### config.mk
export PLATFORM = sky130hd
export DESIGN_NAME = hazard_scheduler_flat
export DESIGN_NICKNAME = d
export VERILOG_FILES = /design/src/rtl/hazard_scheduler_if.sv /design/src/rtl/hazard_scheduler.sv /design/src/flat_wrapper.sv
export SDC_FILE = /design/constraint.sdc
export NUM_CORES = 1
export LEC_CHECK = 0
export CAP_MARGIN = 10
export CORE_ASPECT_RATIO = 1.75
export CORE_UTILIZATION = 40
export CTS_BUF_LIST = sky130_fd_sc_hd__clkbuf_4 sky130_fd_sc_hd__clkbuf_8
export CTS_CLUSTER_SIZE = 28
export DETAILED_ROUTE_END_ITERATION = 6
export PLACE_DENSITY_LB_ADDON = 0.15
export SLEW_MARGIN = 20
export SYNTH_ARGS = -nofsm -noshare
export SYNTH_HDL_FRONTEND = slang
export SYNTH_SLANG_ARGS = --single-unit
### constraint.sdc
create_clock -name clk -period 4.65 [get_ports clk]
set_clock_uncertainty 0.15 [all_clocks]
set_input_delay 0.93 -clock clk [delete_from_list [all_inputs] [get_ports clk]]
set_output_delay 0.93 -clock clk [all_outputs]
set_load 0.02 [all_outputs]
### src/rtl/hazard_scheduler_if.sv
// Decode/execute control bundle between the pipeline datapath and the hazard scheduler.
// The datapath side is the master; the scheduler consumes DEC/EX status and returns per-stage control.
interface hazard_scheduler_if #(
    parameter int REG_AW = 8,
    parameter int CNT_W  = 16
);
    logic              dec_valid;
    logic [REG_AW-1:0] dec_src_a;
    logic [REG_AW-1:0] dec_src_b;
    logic              dec_use_a;
    logic              dec_use_b;
    logic              dec_rwe;
    logic [REG_AW-1:0] dec_dst;
    logic              dec_div;
    logic              ex_branch_taken;

    logic              hold_fetch;
    logic              flush_fetch;
    logic              bubble_ex;
    logic              hold_ex;
    logic              bubble_mem;
    logic              div_busy;
    logic [CNT_W-1:0]  stall_count;

    modport master (
        output dec_valid, dec_src_a, dec_src_b, dec_use_a, dec_use_b,
               dec_rwe, dec_dst, dec_div, ex_branch_taken,
        input  hold_fetch, flush_fetch, bubble_ex, hold_ex, bubble_mem,
               div_busy, stall_count
    );

    modport slave (
        input  dec_valid, dec_src_a, dec_src_b, dec_use_a, dec_use_b,
               dec_rwe, dec_dst, dec_div, ex_branch_taken,
        output hold_fetch, flush_fetch, bubble_ex, hold_ex, bubble_mem,
               div_busy, stall_count
    );
endinterface

### src/rtl/hazard_scheduler.sv
// Per-stage hold/bubble/flush controller for the 5-stage core: RAW scoreboard over EX/MEM/WB,
// multi-cycle divide sequencing and taken-branch squash.
module hazard_scheduler #(
    parameter int REG_AW     = 8,
    parameter int DIV_CYCLES = 8,
    parameter int CNT_W      = 16
) (
    input logic               clk,
    input logic               rst_n,
    hazard_scheduler_if.slave bus
);
    localparam int DCW = $clog2(DIV_CYCLES);

    typedef enum logic [0:0] {RUN, DIV} state_t;

    state_t            state_q, state_d;
    logic [DCW-1:0]    div_cnt_q, div_cnt_d;
    logic              ex_vld_q, mem_vld_q, wb_vld_q;
    logic [REG_AW-1:0] ex_dst_q, mem_dst_q, wb_dst_q;
    logic [CNT_W-1:0]  stall_count_q;

    logic match_a, match_b, haz;
    logic hold_fetch_c, flush_fetch_c, bubble_ex_c, hold_ex_c, bubble_mem_c;

    function automatic logic [CNT_W-1:0] sat_inc(input logic [CNT_W-1:0] v);
        return (&v) ? v : v + CNT_W'(1);
    endfunction

    // WB still counts: the register file writes late and reads early in the same cycle.
    assign match_a = (ex_vld_q  && ex_dst_q  == bus.dec_src_a) ||
                     (mem_vld_q && mem_dst_q == bus.dec_src_a) ||
                     (wb_vld_q  && wb_dst_q  == bus.dec_src_a);
    assign match_b = (ex_vld_q  && ex_dst_q  == bus.dec_src_b) ||
                     (mem_vld_q && mem_dst_q == bus.dec_src_b) ||
                     (wb_vld_q  && wb_dst_q  == bus.dec_src_b);
    assign haz = bus.dec_valid & ((bus.dec_use_a & match_a) | (bus.dec_use_b & match_b));

    always_comb begin
        state_d       = state_q;
        div_cnt_d     = div_cnt_q;
        hold_fetch_c  = 1'b0;
        flush_fetch_c = 1'b0;
        bubble_ex_c   = 1'b0;
        hold_ex_c     = 1'b0;
        bubble_mem_c  = 1'b0;
        case (state_q)
            RUN: begin
                flush_fetch_c = bus.ex_branch_taken;
                bubble_ex_c   = bus.ex_branch_taken | haz;
                hold_fetch_c  = haz & ~bus.ex_branch_taken;
                if (bus.dec_valid && bus.dec_div && !haz && !bus.ex_branch_taken) begin
                    state_d   = DIV;
                    div_cnt_d = DCW'(DIV_CYCLES - 1);
                end
            end
            DIV: begin
                // Any hazard or branch seen here is subsumed by the divide hold.
                hold_fetch_c = 1'b1;
                hold_ex_c    = 1'b1;
                bubble_mem_c = 1'b1;
                div_cnt_d    = div_cnt_q - DCW'(1);
                if (div_cnt_q == DCW'(1)) state_d = RUN;
            end
            default: state_d = RUN;
        endcase
        // Inputs are ignored while reset is held so every control output reads 0.
        if (!rst_n) begin
            hold_fetch_c  = 1'b0;
            flush_fetch_c = 1'b0;
            bubble_ex_c   = 1'b0;
            hold_ex_c     = 1'b0;
            bubble_mem_c  = 1'b0;
        end
    end

    always_ff @(posedge clk or negedge rst_n) begin
        if (!rst_n) begin
            state_q       <= RUN;
            div_cnt_q     <= '0;
            ex_vld_q      <= 1'b0;
            mem_vld_q     <= 1'b0;
            wb_vld_q      <= 1'b0;
            stall_count_q <= '0;
        end else begin
            state_q   <= state_d;
            div_cnt_q <= div_cnt_d;
            if (state_q == DIV) begin
                mem_vld_q <= 1'b0;
                wb_vld_q  <= mem_vld_q;
            end else begin
                wb_vld_q  <= mem_vld_q;
                mem_vld_q <= ex_vld_q;
                ex_vld_q  <= ~bubble_ex_c & bus.dec_valid & bus.dec_rwe;
            end
            if (hold_fetch_c) stall_count_q <= sat_inc(stall_count_q);
        end
    end

    // Destination fields are qualified by the valid bits and need no reset.
    always_ff @(posedge clk) begin
        wb_dst_q <= mem_dst_q;
        if (state_q != DIV) begin
            mem_dst_q <= ex_dst_q;
            ex_dst_q  <= bus.dec_dst;
        end
    end

    assign bus.hold_fetch  = hold_fetch_c;
    assign bus.flush_fetch = flush_fetch_c;
    assign bus.bubble_ex   = bubble_ex_c;
    assign bus.hold_ex     = hold_ex_c;
    assign bus.bubble_mem  = bubble_mem_c;
    assign bus.div_busy    = (state_q == DIV);
    assign bus.stall_count = stall_count_q;
endmodule

### src/flat_wrapper.sv
// flat-port wrapper written by rule: the top's interface ports become plain ports
module hazard_scheduler_flat 
#(
    parameter int REG_AW     = 8,
    parameter int DIV_CYCLES = 8,
    parameter int CNT_W      = 16
)
  (clk, rst_n, bus_dec_valid, bus_dec_src_a, bus_dec_src_b, bus_dec_use_a, bus_dec_use_b, bus_dec_rwe, bus_dec_dst, bus_dec_div, bus_ex_branch_taken, bus_hold_fetch, bus_flush_fetch, bus_bubble_ex, bus_hold_ex, bus_bubble_mem, bus_div_busy, bus_stall_count);
  hazard_scheduler_if #(.REG_AW(REG_AW), .CNT_W(CNT_W)) bus_i ();
  input logic clk;
  input logic rst_n;
  input wire logic [$bits(bus_i.dec_valid)-1:0] bus_dec_valid;
  input wire logic [$bits(bus_i.dec_src_a)-1:0] bus_dec_src_a;
  input wire logic [$bits(bus_i.dec_src_b)-1:0] bus_dec_src_b;
  input wire logic [$bits(bus_i.dec_use_a)-1:0] bus_dec_use_a;
  input wire logic [$bits(bus_i.dec_use_b)-1:0] bus_dec_use_b;
  input wire logic [$bits(bus_i.dec_rwe)-1:0] bus_dec_rwe;
  input wire logic [$bits(bus_i.dec_dst)-1:0] bus_dec_dst;
  input wire logic [$bits(bus_i.dec_div)-1:0] bus_dec_div;
  input wire logic [$bits(bus_i.ex_branch_taken)-1:0] bus_ex_branch_taken;
  output wire logic [$bits(bus_i.hold_fetch)-1:0] bus_hold_fetch;
  output wire logic [$bits(bus_i.flush_fetch)-1:0] bus_flush_fetch;
  output wire logic [$bits(bus_i.bubble_ex)-1:0] bus_bubble_ex;
  output wire logic [$bits(bus_i.hold_ex)-1:0] bus_hold_ex;
  output wire logic [$bits(bus_i.bubble_mem)-1:0] bus_bubble_mem;
  output wire logic [$bits(bus_i.div_busy)-1:0] bus_div_busy;
  output wire logic [$bits(bus_i.stall_count)-1:0] bus_stall_count;
  assign bus_i.dec_valid = bus_dec_valid;
  assign bus_i.dec_src_a = bus_dec_src_a;
  assign bus_i.dec_src_b = bus_dec_src_b;
  assign bus_i.dec_use_a = bus_dec_use_a;
  assign bus_i.dec_use_b = bus_dec_use_b;
  assign bus_i.dec_rwe = bus_dec_rwe;
  assign bus_i.dec_dst = bus_dec_dst;
  assign bus_i.dec_div = bus_dec_div;
  assign bus_i.ex_branch_taken = bus_ex_branch_taken;
  assign bus_hold_fetch = bus_i.hold_fetch;
  assign bus_flush_fetch = bus_i.flush_fetch;
  assign bus_bubble_ex = bus_i.bubble_ex;
  assign bus_hold_ex = bus_i.hold_ex;
  assign bus_bubble_mem = bus_i.bubble_mem;
  assign bus_div_busy = bus_i.div_busy;
  assign bus_stall_count = bus_i.stall_count;
  hazard_scheduler #(.REG_AW(REG_AW), .DIV_CYCLES(DIV_CYCLES), .CNT_W(CNT_W)) u_core (.clk(clk), .rst_n(rst_n), .bus(bus_i));
endmodule
Word level (Yosys, flattened, before mapping)
Index checks and enable logic that the tools add are counted.
Word-level totals
  flip-flop bits (word level): 47
  output and inout bits: 22
Operators by class
  add/subtract/negate cells: 2
  equal/unequal tests: 8
  mux-type cells: 14
  bitwise gates (word level): 12
  reduce and logical (&&, ||, !) cells: 17
Operator list (count)
  equality test 8 bit: 6
  adder 16 x 1 -> 16 bit (second input constant): 1
  AND reduction 16 bit: 1
  2-to-1 mux 1 bit: 10
  logical AND 1 bit: 9
  bitwise AND 1 bit: 6
  case mux 3 bit (2 select lines): 1
  logical OR 1 bit: 4
  inverter 1 bit: 4
  case mux 1 bit (2 select lines): 2
  equality test 3 x 1 -> 1 bit (second input constant): 1
  2-to-1 mux 3 bit: 1
  subtractor 3 x 1 -> 3 bit (second input constant): 1
  zero test 1 bit: 2
  != test 2 x 1 -> 1 bit (second input constant): 1
  OR 1 bit: 2
  AND reduction 2 bit: 1

Longest topological paths before layout
  depth in word-level cells: 13
  mapped depth: 9
  gate-level depth less buffers: 8

Worst setup path after synthesis
No wires, ideal clock.
  path type: input -> output
  from: in bus_dec_src_a[5]
  to: out bus_bubble_ex
  data arrival time: 2.001 ns
  required time: 3.570 ns
  setup slack: 1.569 ns
  cell stages on the path: 6
  cell sequence: xnor2_1 > nand3_1 > o41ai_2 > nor3_1 > nor2b_1 > o21a_1
On the way
  word-level cells in the longest chain between the ends: 10
  elaborated cells on any way between the ends: 14
  classes of those cells: eq/ne: 3; mux: 2; bitwise: 4; reduce/logical: 5
RTL lines
  start, declared: RTL line flat_wrapper.sv:13  | input wire logic [$bits(bus_i.dec_src_a)-1:0] bus_dec_src_a;
  equality test 8 bit (on tied branches): RTL line hazard_scheduler.sv:30, hazard_scheduler.sv:31
  logical AND 1 bit (on tied branches): RTL line hazard_scheduler.sv:30, hazard_scheduler.sv:31
  logical OR 1 bit: RTL line hazard_scheduler.sv:30  | assign match_a = (ex_vld_q && ex_dst_q == bus.dec_src_a) ||
  logical OR 1 bit (*): RTL line hazard_scheduler.sv:31  | (mem_vld_q && mem_dst_q == bus.dec_src_a) ||
  bitwise AND 1 bit (*): RTL line hazard_scheduler.sv:36  | assign haz = bus.dec_valid & ((bus.dec_use_a & match_a) | (bus.dec_use_b & match_b));
  OR 1 bit (*): RTL line hazard_scheduler.sv:36
  bitwise AND 1 bit (*): RTL line hazard_scheduler.sv:36
  OR 1 bit (*): RTL line hazard_scheduler.sv:49  | bubble_ex_c = bus.ex_branch_taken | haz;
  2-to-1 mux 1 bit (*): RTL line hazard_scheduler.sv:46  | case (state_q)
  2-to-1 mux 1 bit (*): RTL line hazard_scheduler.sv:67  | if (!rst_n) begin
  end, declared: RTL line flat_wrapper.sv:23  | output wire logic [$bits(bus_i.bubble_ex)-1:0] bus_bubble_ex;
Every way passes the cells marked *; elsewhere a longest branch is shown, timed or not.

Worst setup path after layout
  from: in bus_dec_src_b[0]
  to: out bus_bubble_ex
On the way
  word-level cells in the longest chain between the ends: 10
  elaborated cells on any way between the ends: 14
  classes of those cells: eq/ne: 3; mux: 2; bitwise: 4; reduce/logical: 5
RTL lines
  start, declared: RTL line flat_wrapper.sv:14  | input wire logic [$bits(bus_i.dec_src_b)-1:0] bus_dec_src_b;
  equality test 8 bit (on tied branches): RTL line hazard_scheduler.sv:33, hazard_scheduler.sv:34
  logical AND 1 bit (on tied branches): RTL line hazard_scheduler.sv:33, hazard_scheduler.sv:34
  logical OR 1 bit: RTL line hazard_scheduler.sv:33  | assign match_b = (ex_vld_q && ex_dst_q == bus.dec_src_b) ||
  logical OR 1 bit (*): RTL line hazard_scheduler.sv:34  | (mem_vld_q && mem_dst_q == bus.dec_src_b) ||
  bitwise AND 1 bit (*): RTL line hazard_scheduler.sv:36
  OR 1 bit (*): RTL line hazard_scheduler.sv:36
  bitwise AND 1 bit (*): RTL line hazard_scheduler.sv:36
  OR 1 bit (*): RTL line hazard_scheduler.sv:49
  2-to-1 mux 1 bit (*): RTL line hazard_scheduler.sv:46
  2-to-1 mux 1 bit (*): RTL line hazard_scheduler.sv:67
Marks and branches as above.

==> flow_summary.json <==
{
  "final_nets": 291,
  "first_pass_iters": 4,
  "status": "complete, no violations",
  "crit_path_cell_trace": "clkdlybuf4s50_1 > xnor2_1 > nand3_1 > o41ai_4 > nor3_1 > nor2b_1 > o21a_1 > clkdlybuf4s50_1",
  "synthCells": 197,
  "yosysTopAreaCellShare_pct": 24.5,
  "rows": 36,
  "seqPwrFrac_pct": 47.5,
  "die_w_um": 59.9,
  "cp_slowest_cell": "clkdlybuf4s50_1",
  "cpPeakStageDelay_ps": 620,
  "crit_type": "input port to output pin",
  "netlist_area_mm2": 0.00235,
  "synth_ff_type": "dfrtp_1",
  "min_period_over_period_pct": 94.6,
  "synth_nets": 232,
  "worstSetupEndpointType": "output pin",
  "antenna_cells": 0,
  "antenna_found_initial": 0,
  "crit_start": "bus_dec_src_b[0]",
  "dpl.hpwl_mm": 3.98,
  "globalplace.congestion": 0.754,
  "coreArea_mm2": 0.00563,
  "drtIter0Drc": 42,
  "peakVddDrop_mv": 0.299,
  "rsz0062_at_grt": "false",
  "grt_pass1_wl_mm": 8.05,
  "cts_tree": "built",
  "post-route-drc-count": 0,
  "syn2layout_area_growth_pct": 30.7,
  "switchingPower_mw": 0.543,
  "drive_above_1_share_pct": 7.78,
  "num_vias": 1654,
  "final_antenna_net_count": 0,
  "instances_no_fill": 333,
  "worstPathArrival_ps": 3320,
  "synth_cell_types": 31,
  "critical-path-top-delay-family": "buffers and inverters",
  "critPathLaunchType": "input port",
  "worst-slew-pin-transition_ps": 457,
  "hold_viol": 0,
  "yosysTopAreaCell": "dfrtp_1",
  "clockPowerShare_pct": 17.5,
  "critPathBufInv": 2,
  "seq_area_frac_synth_pct": 51.8,
  "path_clk_slew_ps": 90,
  "async_flop_share_pct": 48.9,
  "maxCapViolCount": 0,
  "wl_per_cell_um": 15.2,
  "cts_hold_buf": 0,
  "avgSynthCellArea_um2": 11.9,
  "setup_viol": 0,
  "clockBufferDepth": 2,
  "hp-class": "flop to flop",
  "r2r_start": "u_core.mem_dst_q[7]",
  "htreeDepth": 2,
  "switching_share_pct": 36.0,
  "power_density_mw_per_mm2": 491,
  "power.leakage_nw": 1.22,
  "start_util_pct": 41.7,
  "dp.cells": 325,
  "track_usage_pct": 18.0,
  "synth-seq-cells": 47,
  "cts_setup_buffers": 0,
  "cp_data_required_time_ps": 3570,
  "fmax_ghz": 0.227,
  "slew_violations": 0,
  "synth_edf_count": 16,
  "p_int_mw": 0.964,
  "fp.dieH_um": 103,
  "cts-root-buf": "clkbuf_8",
  "grt_pass1_vias": 1754,
  "gr-total-overflow": 0,
  "hold_start": "u_core.mem_vld_q",
  "grt_max_degree": 22,
  "path_common_cell": "clkdlybuf4s50_1",
  "via_per_inst": 4.97,
  "io_buffers": 53,
  "netlist_top_cells_area": "dfrtp_1, edfxtp_1, xnor2_1",
  "finalWirelength_mm": 5.07,
  "combinationalPowerShare_pct": 35.0,
  "dieArea_mm2": 0.00620,
  "cts_resized": 0,
  "min_period_ps": 4400,
  "total_power_mw": 1.51,
  "numCtsBuffers": 5,
  "insertion_delay_ps": 300,
  "yosys_warnings": 0,
  "setup_tns_ps": 0,
  "slew_headroom_pct": 69.5,
  "ios": 54,
  "crit_fanout": 3,
  "cts.sinks": 47
}
[routing by layer]
metal / routed length [µm] / vias to the layer above / GRT usage (%)
met5: 0 / - / 0
met4: 139 / 0 / 8.59
li1: - / 804 / -
met3: 232 / 10 / 3.73
met1: 1920 / 793 / 17.8
met2: 2780 / 47 / 34.3
[power groups by stage]
| stage | logic (mW) | clock network (mW) | registers, mW |
|---|---|---|---|
| final | 0.528 | 0.264 | 0.716 |
| after global routing | 0.579 | 0.289 | 0.736 |
| after CTS | 0.537 | 0.271 | 0.720 |
| after detailed placement | 0.534 | 0 | 0.728 |
| after global placement | 0.533 | 0 | 0.726 |
| after floorplan | 0.320 | 0 | 0.726 |
[worst paths after layout]
check	to	slack, ps	cells after the start
min	u_core.wb_vld_q	260	0
max	bus_bubble_ex	250	8
max in group asynchronous	u_core.bus.stall_count[13]	3040	2
max reg2reg	u_core.bus.stall_count[1]	2130	7
min reg2reg	u_core.wb_vld_q	260	0
min in group asynchronous	u_core.div_cnt_q[2]	790	1
[stage by stage]
| step | hold WS [ps] | area (µm²) | setup slack [ps] | util [%] |
|---|---|---|---|---|
| detailed placement | 233 | 2970 | 219 | 52.8 |
| global route | 269 | 3070 | 158 | 54.5 |
| floorplan | 216 | 2350 | 1570 | - |
| finish | 255 | 3070 | 253 | 54.5 |
| CTS | 254 | 3070 | 218 | 54.5 |
| global placement | 229 | 2970 | 194 | 52.8 |
[layout make-up]
type / count / area (µm²)
Clock buffer: 6 / 82.6
Clock inverter: 2 / 16.3
Fill cell: 527 / 2560
Inverter: 4 / 15.0
Multi-Input combinational cell: 142 / 1090
Sequential cell: 47 / 1220
Tap cell: 76 / 95.1
Timing Repair Buffer: 56 / 553
[cell usage after synthesis (2+ instances only)]
master,n
and2_1,4
and3_1,9
clkbuf_1,2
dfrtp_1,23
dfxtp_1,8
edfxtp_1,16
ha_1,3
inv_1,4
mux2_2,2
nand2_1,11
nand3_1,10
nand4_1,13
nor2b_1,5
nor3_1,4
nor4_1,3
o21ai_0,3
xnor2_1,43
xor2_1,21
[worst reg2reg max path: stages, from the launching register on]
cell and delay (ps):
edfxtp_1 440, xor2_1 190, nor4_1 370, nand3_1 190, o41ai_4 100, o31ai_2 150
a21oi_4 430, mux2_2 380
[placed cells by master (no fill, tap or decap), types with 2 or more instances in the layout]
cell type	Yosys	routed
edfxtp_1	16	16
clkdlybuf4s50_1	0	53
o21ai_0	3	3
dfrtp_1	23	23
inv_1	4	4
nand3_1	10	10
clkbuf_8	0	6
nand4_1	13	13
xor2_1	21	21
mux2_2	2	2
nand2_1	11	11
xnor2_1	43	43
dfxtp_1	8	8
ha_1	3	3
nor3_1	4	4
and2_1	4	4
and3_1	9	9
nor2b_1	5	5
buf_4	1	3
nor4_1	3	3
[flip-flops by register name, summed over array words and instances (netlist names)]
| register | flops |
|---|---|
| u_core.bus.div_busy | 1 |
| u_core.mem_vld_q | 1 |
| u_core.ex_dst_q | 8 |
| u_core.wb_vld_q | 1 |
| u_core.bus.stall_count | 16 |
| u_core.mem_dst_q | 8 |
| u_core.div_cnt_q | 3 |
| u_core.wb_dst_q | 8 |
| u_core.ex_vld_q | 1 |
[kinds of logic after synthesis]
kind of cell	count (synthesis)	share of synthesized area [%]
AOI/OAI and AO/OA	11	5.17
xor gates and xnor gates	64	23.9
adders and majority gates	3	1.60
buffers and inverters	8	1.76
DFF	47	51.8
muxes	2	0.958
and+or+nand+nor	62	14.9
Note: power is estimated with default switching activity, not from simulation.
